==> src/rtl/uart_tx_fifo.sv <==
// rtl/uart_tx_fifo.sv - FIFO-buffered UART transmitter with runtime baud, parity and stop-bit selection
module uart_tx_fifo #(
    parameter int CLK_HZ     = 50000000,
    parameter int DATA_W     = 8,
    parameter int FIFO_DEPTH = 16
) (
    input  logic                        clk_50mhz,
    input  logic                        rst,
    input  logic                        wr_en,
    input  logic [DATA_W-1:0]           wr_data,
    input  logic [2:0]                  baud,
    input  logic [1:0]                  parity,
    input  logic                        stop2,
    output logic                        full,
    output logic [$clog2(FIFO_DEPTH):0] fifo_cnt,
    output logic                        overflow,
    output logic                        tx_busy,
    output logic                        tx_data,
    output logic                        tx_done
);
    localparam int AW    = $clog2(FIFO_DEPTH);
    localparam int DIV_W = $clog2(CLK_HZ / 9600) + 1;

    localparam logic [DIV_W-1:0] DIV_9600   = DIV_W'(CLK_HZ / 9600 - 1);
    localparam logic [DIV_W-1:0] DIV_19200  = DIV_W'(CLK_HZ / 19200 - 1);
    localparam logic [DIV_W-1:0] DIV_38400  = DIV_W'(CLK_HZ / 38400 - 1);
    localparam logic [DIV_W-1:0] DIV_57600  = DIV_W'(CLK_HZ / 57600 - 1);
    localparam logic [DIV_W-1:0] DIV_115200 = DIV_W'(CLK_HZ / 115200 - 1);
    localparam logic [AW:0]      DEPTH      = (AW + 1)'(FIFO_DEPTH);
    localparam logic [2:0]       LAST_BIT   = 3'(DATA_W - 1);

    typedef enum logic [2:0] {IDLE, START, DATA, PARITY, STOP} state_t;

    logic [DATA_W-1:0] mem [FIFO_DEPTH];
    logic [AW-1:0]     wr_ptr;
    logic [AW-1:0]     rd_ptr;
    logic              ready_q;
    logic              push;
    logic              pop;

    state_t            state;
    logic [DIV_W-1:0]  bit_cnt;
    logic [DIV_W-1:0]  div_q;
    logic [DIV_W-1:0]  div_sel;
    logic [2:0]        bit_idx;
    logic              stop_idx;
    logic [DATA_W-1:0] shift_q;
    logic              par_bit_q;
    logic              par_en_q;
    logic              stop2_q;
    logic              tick;
    logic              frame_end;

    always_comb begin
        div_sel = DIV_9600;
        case (baud)
            3'd1:    div_sel = DIV_19200;
            3'd2:    div_sel = DIV_38400;
            3'd3:    div_sel = DIV_57600;
            3'd4:    div_sel = DIV_115200;
            default: div_sel = DIV_9600;
        endcase
    end

    assign full      = (fifo_cnt == DEPTH);
    assign push      = wr_en && !full;
    assign tick      = (bit_cnt == div_q);
    assign frame_end = (state == STOP) && tick && (stop_idx || !stop2_q);
    // Idle start waits on the registered non-empty flag so a fresh write reaches the line two edges later.
    assign pop       = (fifo_cnt != '0) && (((state == IDLE) && ready_q) || frame_end);

    always_ff @(posedge clk_50mhz) begin
        if (push) mem[wr_ptr] <= wr_data;
    end

    always_ff @(posedge clk_50mhz or posedge rst) begin
        if (rst) begin
            wr_ptr   <= '0;
            rd_ptr   <= '0;
            fifo_cnt <= '0;
            overflow <= 1'b0;
            ready_q  <= 1'b0;
        end else begin
            overflow <= wr_en && full;
            ready_q  <= (fifo_cnt != '0);
            if (push) wr_ptr <= wr_ptr + AW'(1);
            if (pop)  rd_ptr <= rd_ptr + AW'(1);
            case ({push, pop})
                2'b10:   fifo_cnt <= fifo_cnt + (AW + 1)'(1);
                2'b01:   fifo_cnt <= fifo_cnt - (AW + 1)'(1);
                default: fifo_cnt <= fifo_cnt;
            endcase
        end
    end

    always_ff @(posedge clk_50mhz or posedge rst) begin
        if (rst) begin
            state     <= IDLE;
            bit_cnt   <= '0;
            div_q     <= '0;
            bit_idx   <= '0;
            stop_idx  <= 1'b0;
            shift_q   <= '0;
            par_bit_q <= 1'b0;
            par_en_q  <= 1'b0;
            stop2_q   <= 1'b0;
            tx_data   <= 1'b1;
            tx_done   <= 1'b0;
            tx_busy   <= 1'b0;
        end else begin
            tx_done <= 1'b0;
            bit_cnt <= tick ? '0 : bit_cnt + DIV_W'(1);
            case (state)
                IDLE: bit_cnt <= '0;
                START: begin
                    if (tick) begin
                        state   <= DATA;
                        bit_idx <= '0;
                        tx_data <= shift_q[0];
                    end
                end
                DATA: begin
                    if (tick) begin
                        if (bit_idx == LAST_BIT) begin
                            if (par_en_q) begin
                                state   <= PARITY;
                                tx_data <= par_bit_q;
                            end else begin
                                state    <= STOP;
                                stop_idx <= 1'b0;
                                tx_data  <= 1'b1;
                            end
                        end else begin
                            bit_idx <= bit_idx + 3'd1;
                            tx_data <= shift_q[1];
                            shift_q <= shift_q >> 1;
                        end
                    end
                end
                PARITY: begin
                    if (tick) begin
                        state    <= STOP;
                        stop_idx <= 1'b0;
                        tx_data  <= 1'b1;
                    end
                end
                STOP: begin
                    if (frame_end) begin
                        tx_done <= 1'b1;
                        state   <= IDLE;
                        tx_busy <= 1'b0;
                    end else if (tick) begin
                        stop_idx <= 1'b1;
                    end
                end
                default: state <= IDLE;
            endcase
            // Frame setup is latched here so mid-frame input changes only affect the next frame.
            if (pop) begin
                state     <= START;
                bit_cnt   <= '0;
                tx_data   <= 1'b0;
                tx_busy   <= 1'b1;
                shift_q   <= mem[rd_ptr];
                par_bit_q <= (^mem[rd_ptr]) ^ parity[1];
                par_en_q  <= parity[0] ^ parity[1];
                div_q     <= div_sel;
                stop2_q   <= stop2;
            end
        end
    end
endmodule
==> config.mk <==
export PLATFORM = sky130hd
export DESIGN_NAME = uart_tx_fifo
export DESIGN_NICKNAME = d
export VERILOG_FILES = /design/src/rtl/uart_tx_fifo.sv
export SDC_FILE = /design/constraint.sdc
export NUM_CORES = 1
export LEC_CHECK = 0
export BUFFER_PORTS_ARGS = -buffer_cell sky130_fd_sc_hd__buf_2
export CORE_ASPECT_RATIO = 0.9
export CORE_MARGIN = 2
export CORE_UTILIZATION = 50
export DETAILED_ROUTE_END_ITERATION = 8
export PLACE_DENSITY = 0.63
export SETUP_SLACK_MARGIN = 0.05
export SYNTH_ARGS = -nofsm -noshare
export SYNTH_HDL_FRONTEND = slang
export SYNTH_SLANG_ARGS = --single-unit
==> constraint.sdc <==
create_clock -name clk_50mhz -period 9.9 [get_ports clk_50mhz]
set_clock_uncertainty 0.1 [all_clocks]
set_input_delay 0.99 -clock clk_50mhz [delete_from_list [all_inputs] [get_ports clk_50mhz]]
set_output_delay 0.99 -clock clk_50mhz [all_outputs]
set_load 0.005 [all_outputs]
== Word-level counts from Yosys, hierarchy flattened ==
Memory sizes are Yosys's and may differ from the RTL's.
Cells that the tools add are included.
Word-level totals
  word-level logic and storage cells: 122
  output and inout bits: 10
  bits in registers: 64
  input port bits: 17
  memories kept: 1
  bits in writable memories: 128
Operators by class
  muxes and demuxes: 41
  reduce and logical (&&, ||, !) cells: 27
  equal/unequal tests: 28
  bitwise operators: 2
  add/subtract/negate cells: 6
Memory list
  mem: words 16, width 8, read ports 1, clocked after Yosys merged registers in 0, write ports 1, line 34  | logic [DATA_W-1:0] mem [FIFO_DEPTH];
Operators by type and width (number)
  case mux 13 bit (4 select lines): 1
  2-to-1 mux 14 bit: 3
  2-to-1 mux 8 bit: 4
  2-to-1 mux 3 bit: 10
  inequality test 2 bit (second input constant): 10
  2-to-1 mux 1 bit: 18
  inequality test 3 bit (second input constant): 5
  case mux 3 bit (5 select lines): 1
  adder 14 x 1 -> 14 bit (second input constant): 1
  equality test 14 bit: 1
  equality test 3 x 2 -> 1 bit (second input constant): 4
  nonzero test 2 bit: 6
  case mux 5 bit (2 select lines): 1
  equality test 3 bit (second input constant): 3
  adder 4 x 1 -> 4 bit (second input constant): 2
  AND reduction 4 bit: 2
  XOR reduction 8 bit: 1
  AND reduction 7 bit: 1
  equality test 3 x 1 -> 1 bit (second input constant): 2
  logical AND 1 bit: 6
  case mux 1 bit (3 select lines): 2
  case mux 3 bit (2 select lines): 1
  AND reduction 6 bit: 1
  adder 5 x 1 -> 5 bit (second input constant): 1
  other kinds (14): 17

== Logic depth before layout (Yosys ltp) ==
  word-level depth: 7
  depth in mapped cells: 17
  gate-level depth less buffers: 15

== Least setup slack after synthesis ==
Ideal clock, no wire load.
  path kind: register -> register
  start: register bit_cnt[0]
  end: register fifo_cnt[4]
  setup time: 0.125 ns
  path slack: 6.360 ns
  clock period less this slack: 3.540 ns
  path buffers: 2
  cell stages (with the launch flop): 18
  arrival: 3.315 ns
  data required time: 9.675 ns
  cells stage by stage: dfrtp_1 xor2_1 a2111oi_0 nand4_1 nor3_2 o21ai_1 inv_2 buf_2 ha_1 clkbuf_1 xor2_1 ha_1 o21ai_0 a21oi_1 a21oi_1 xor2_1 nor2_1 xor2_1
On the way
  longest elaborated chain between the ends: 7
  elaborated cells on any way between the ends: 9
  classes of those cells: eq/ne: 3; mux: 1; reduce/logical: 5
Ends and longest elaborated chain
  start, declared: line 42  | logic [DIV_W-1:0] bit_cnt;
  start signal, assigned: line 112  | bit_cnt <= tick ? '0 : bit_cnt + DIV_W'(1);
  equality test 14 bit (*): line 67  | assign tick = (bit_cnt == div_q);
  logical AND 1 bit (*) (2 in series): line 68  | assign frame_end = (state == STOP) && tick && (stop_idx || !stop2_q);
  logical OR 1 bit (*): line 70  | assign pop = (fifo_cnt != '0) && (((state == IDLE) && ready_q) || frame_end);
  logical AND 1 bit (*): line 70
  net pop: line 39  | logic pop;
  equality test 2 x 1 -> 1 bit or equality test 2 bit (tied branches): line 88  | case ({push, pop})
  case mux 5 bit (2 select lines) or nonzero test 2 bit (tied branches)
  end signal, assigned: line 89  | 2'b10: fifo_cnt <= fifo_cnt + (AW + 1)'(1);
  end signal, assigned: line 90  | 2'b01: fifo_cnt <= fifo_cnt - (AW + 1)'(1);
  end signal, assigned: line 91  | default: fifo_cnt <= fifo_cnt;
  end, declared: line 15  | output logic [$clog2(FIFO_DEPTH):0] fifo_cnt,
Mark *: on every way through the listed nets, which the timed path passes. The rest lies on a longest branch.
A chain may end at the register's enable or synchronous reset.

== Worst setup path in the final report ==
  start: register bit_cnt[0]
  end: register fifo_cnt[4]
On the way
  longest elaborated chain between the ends: 7
  elaborated cells on any way between the ends: 9
  classes of those cells: eq/ne: 3; mux: 1; reduce/logical: 5
Ends and longest elaborated chain (line)
  equality test 14 bit (*): 67
  logical AND 1 bit (*) (2 in series): 68
  logical OR 1 bit (*): 70
  logical AND 1 bit (*): 70
  equality test 2 x 1 -> 1 bit or equality test 2 bit (tied branches): 88
  case mux 5 bit (2 select lines) or nonzero test 2 bit (tied branches)
Every way passes the cells marked *; elsewhere a longest branch is shown, timed or not.

==> run summary <==
status: completed
GPL Wtd Cong: 0.827
largest family of logic cells by synthesized area: multiplexers
Worst EP required: 10.12 ns
Final Hold Vio Count: 0
Antenna Cells: 0
Least-Margin Pin Slew: 1.15 ns
#FFs+latches synth: 189
relative slew slack: 22.8%
delay-heaviest family, CP: compound AO/OA/AOI/OAI gates
Setup crit start kind: flop
register area share after synthesis: 66.2%
Final Setup Violations: 0
Area Overhead vs Synth: 10.9%
Crit. End Element: flop
nets: 598
initial antenna violation count: 0
Async SR Flop Fraction: 32.3%
Crit path top cell by count: xor2_1
CP max-delay cell: dfrtp_1
syn nets: 571
TNS Setup: 0 ns
layout cells sized above 1: 17.7%
worst reg-to-reg setup slack: 5.85 ns
slowest stage delay, CP: 0.43 ns
drt first-iter violations: 288
RSZ-0062 raised after global routing: false
FMAX: 247 MHz
number of port buffers: 26
syn avg cell area: 15.0 µm²
Die Ht: 125 µm
first-pass GRT wire length: 24500 µm
HP Class: flop to flop
post-synthesis cell area: 8120 µm²
Via density: 5.59
DR WL/cell: 19.4 µm
buffer type at the clock tree root: clkbuf_16
met1 wire length: 6640 µm
CP Cell Sequence: xor2_1 -> a2111oi_0 -> nand4_1 -> nor3_2 -> o21ai_2 -> inv_2 -> ha_1 -> xor2_1 -> ha_1 -> o21ai_0 -> a21oi_1 -> a21oi_1 -> xor2_1 -> nor2_1 -> xor2_1
maxcap violations: 0
Core ar.: 16000 µm²
initial core utilization: 50.7%
CTS resizes: 0
Detail Route met2 WL: 7740 µm
pin count of the biggest net entering global routing: 62
hpwl dp: 9500 µm
htree depth: 4
metal3 WL: 798 µm
chip width: 138 µm
vias in the first global route: 4386
PwrDens: 266 nW/µm²
Post-Synth Simple-Gate Area: 8.91%
Worst VDD drop: 214 µV
Via Count: 4414
CP Launch Point: bit_cnt[0]
critical path data arrival time: 4.26 ns
most frequent cells in the layout: edfxtp_1, nand2_1, dfrtp_1, nor2_1, buf_2
worst reg2reg path endpoint: fifo_cnt[4]
post-synth cell types: 52
CTS Hold Buffers Added: 0
compound-gate portion of the synthesized area: 4.09%
Final Power: 2.40 mW
DRT Pass-1 Iters: 7
highest routed layer: met4
fin util: 56.2%
period utilisation layout: 40.9%
Top-Level Pins: 27
DIE AREA: 17300 µm²
total gr overflow: 0
final WL: 15300 µm
commonest non-fill, non-tap cell in the layout: edfxtp_1
Worst-path clk slew: 0.07 ns
postcts setup bufs: 0
depth of the worst register-to-register path: 15
TritonCTS buffer count: 17
Pleak: 3.35 nW
CP Max Fanout: 24
ys flop type: edfxtp_1
clk_lat worst skew: 0.43 ns
antenna viol nets, final: 0
clock sink total: 189
mux contribution to synthesized area: 11.7%
synth warn: 0
Setup CP Type: flop to flop
maximum clock path buffer count: 2
number of placement rows: 44
CTS tree: yes
number of buffers and inverters on the critical path: 1
number of synthesized flops with an enable pin: 128
adder and majority cell fraction of the synthesized area: 1.85%
Mapped Cells: 542
CP Depth: 15
crit path time final: 4.05 ns
DRC viols: 0
reg-to-reg startpoint: bit_cnt[0]
gr usage total: 18.8%
Setup crit end: fifo_cnt[4]
Slew Viols, Final: 0
XOR/XNOR Fraction of Synth Area: 5.01%
==> cells by family after synthesis <==
kind of cell,Yosys count
flops,189
mux,46
compound gates,54
simple gates,161
fa+ha+maj,12
xor+xnor,44
buf+inv,36
==> flip-flops by register name, indices dropped and copies added (netlist names) <==
register	count
div_q	11
tx_done	1
mem	128
shift_q	8
tx_data	1
stop_idx	1
overflow	1
tx_busy	1
state	3
par_en_q	1
stop2_q	1
wr_ptr	4
ready_q	1
par_bit_q	1
bit_idx	3
rd_ptr	4
bit_cnt	14
fifo_cnt	5
==> stage by stage <==
| step | instances | hold WS, ns | setup WS, ns | instance area (µm²) |
|---|---|---|---|---|
| after global routing | 789 | 0.417 | 5.41 | 9000 |
| after global placement | 757 | 0.370 | 6.07 | 8420 |
| after floorplan | 542 | 0.354 | 6.36 | 8120 |
| after CTS | 789 | 0.394 | 5.87 | 9000 |
| after detailed placement | 757 | 0.372 | 5.88 | 8420 |
| final | 789 | 0.396 | 5.85 | 9000 |
==> worst min path at each step <==
stage | depth (start not counted) | slack (ns) | startpoint | end
2_1_floorplan | 1 | 0.35 | bit_idx[0] | bit_idx[0]
3_3_place_gp | 1 | 0.37 | div_q[0] | div_q[0]
3_5_place_dp | 1 | 0.37 | div_q[0] | div_q[0]
4_1_cts | 1 | 0.39 | div_q[0] | div_q[0]
5_1_grt | 1 | 0.42 | div_q[0] | div_q[0]
6_report | 1 | 0.40 | div_q[0] | div_q[0]
==> synth_stat cells (2+ instances only) <==
cell type    n  area, µm²
a21oi_1     10       50.1
a22o_1       3       26.3
a22oi_1      5       37.5
a31oi_1      3       18.8
and3_1       7       43.8
buf_1        4       15.0
buf_12       2       40.0
buf_2        6       30.0
clkbuf_1    10       37.5
dfrtp_1     60       1500
edfxtp_1   128       3840
ha_1        12        150
inv_1       10       37.5
inv_2        2       7.51
mux2_1       3       33.8
mux2_2       2       22.5
mux2i_1      6       60.1
mux4_1      11        289
mux4_2      24        541
nand2_1     58        218
nand2b_1     8       50.1
nand3_1     11       55.1
nand4_1      5       31.3
nor2_1      52        195
nor2b_1      3       18.8
nor3_1       5       25.0
nor4_1       2       12.5
o211ai_1     2       15.0
o21a_1       3       22.5
o21ai_0     12       60.1
o21ai_1     10       50.1
or2_2        2       12.5
or3_1        2       12.5
xnor2_1     20        175
xor2_1      22        193
==> final cells by class <==
cell class | instances | area (µm²)
Sequential cell | 189 | 5370
Clock buffer | 17 | 425
Clock inverter | 15 | 146
Inverter | 12 | 45.0
Fill cell | 1261 | 7020
Tap cell | 207 | 259
Timing Repair Buffer | 32 | 175
Multi-Input combinational cell | 317 | 2570
==> power breakdown <==
group / internal, mW / total, mW / leakage (nW) / switching, mW
logic: 0.311 / 0.632 / 1.17 / 0.320
registers: 0.990 / 1.11 / 1.90 / 0.121
clock network: 0.336 / 0.652 / 0.281 / 0.317
total: 1.64 / 2.40 / 3.35 / 0.758
==> routing by layer <==
metal	track usage (%)	up-vias
met2	31.8	114
li1	-	2067
met4	5.04	0
met3	4.88	12
met5	0	-
met1	24.5	2221
==> worst reg2reg max path: stages, from the launching register on <==
cell	delay, ns
dfrtp_1	0.43
xor2_1	0.16
a2111oi_0	0.37
nand4_1	0.41
nor3_2	0.39
o21ai_2	0.11
inv_2	0.32
ha_1	0.41
xor2_1	0.12
ha_1	0.23
o21ai_0	0.18
a21oi_1	0.09
a21oi_1	0.22
xor2_1	0.19
nor2_1	0.07
xor2_1	0.14
No activity file was read; power rests on OpenSTA's default activity.
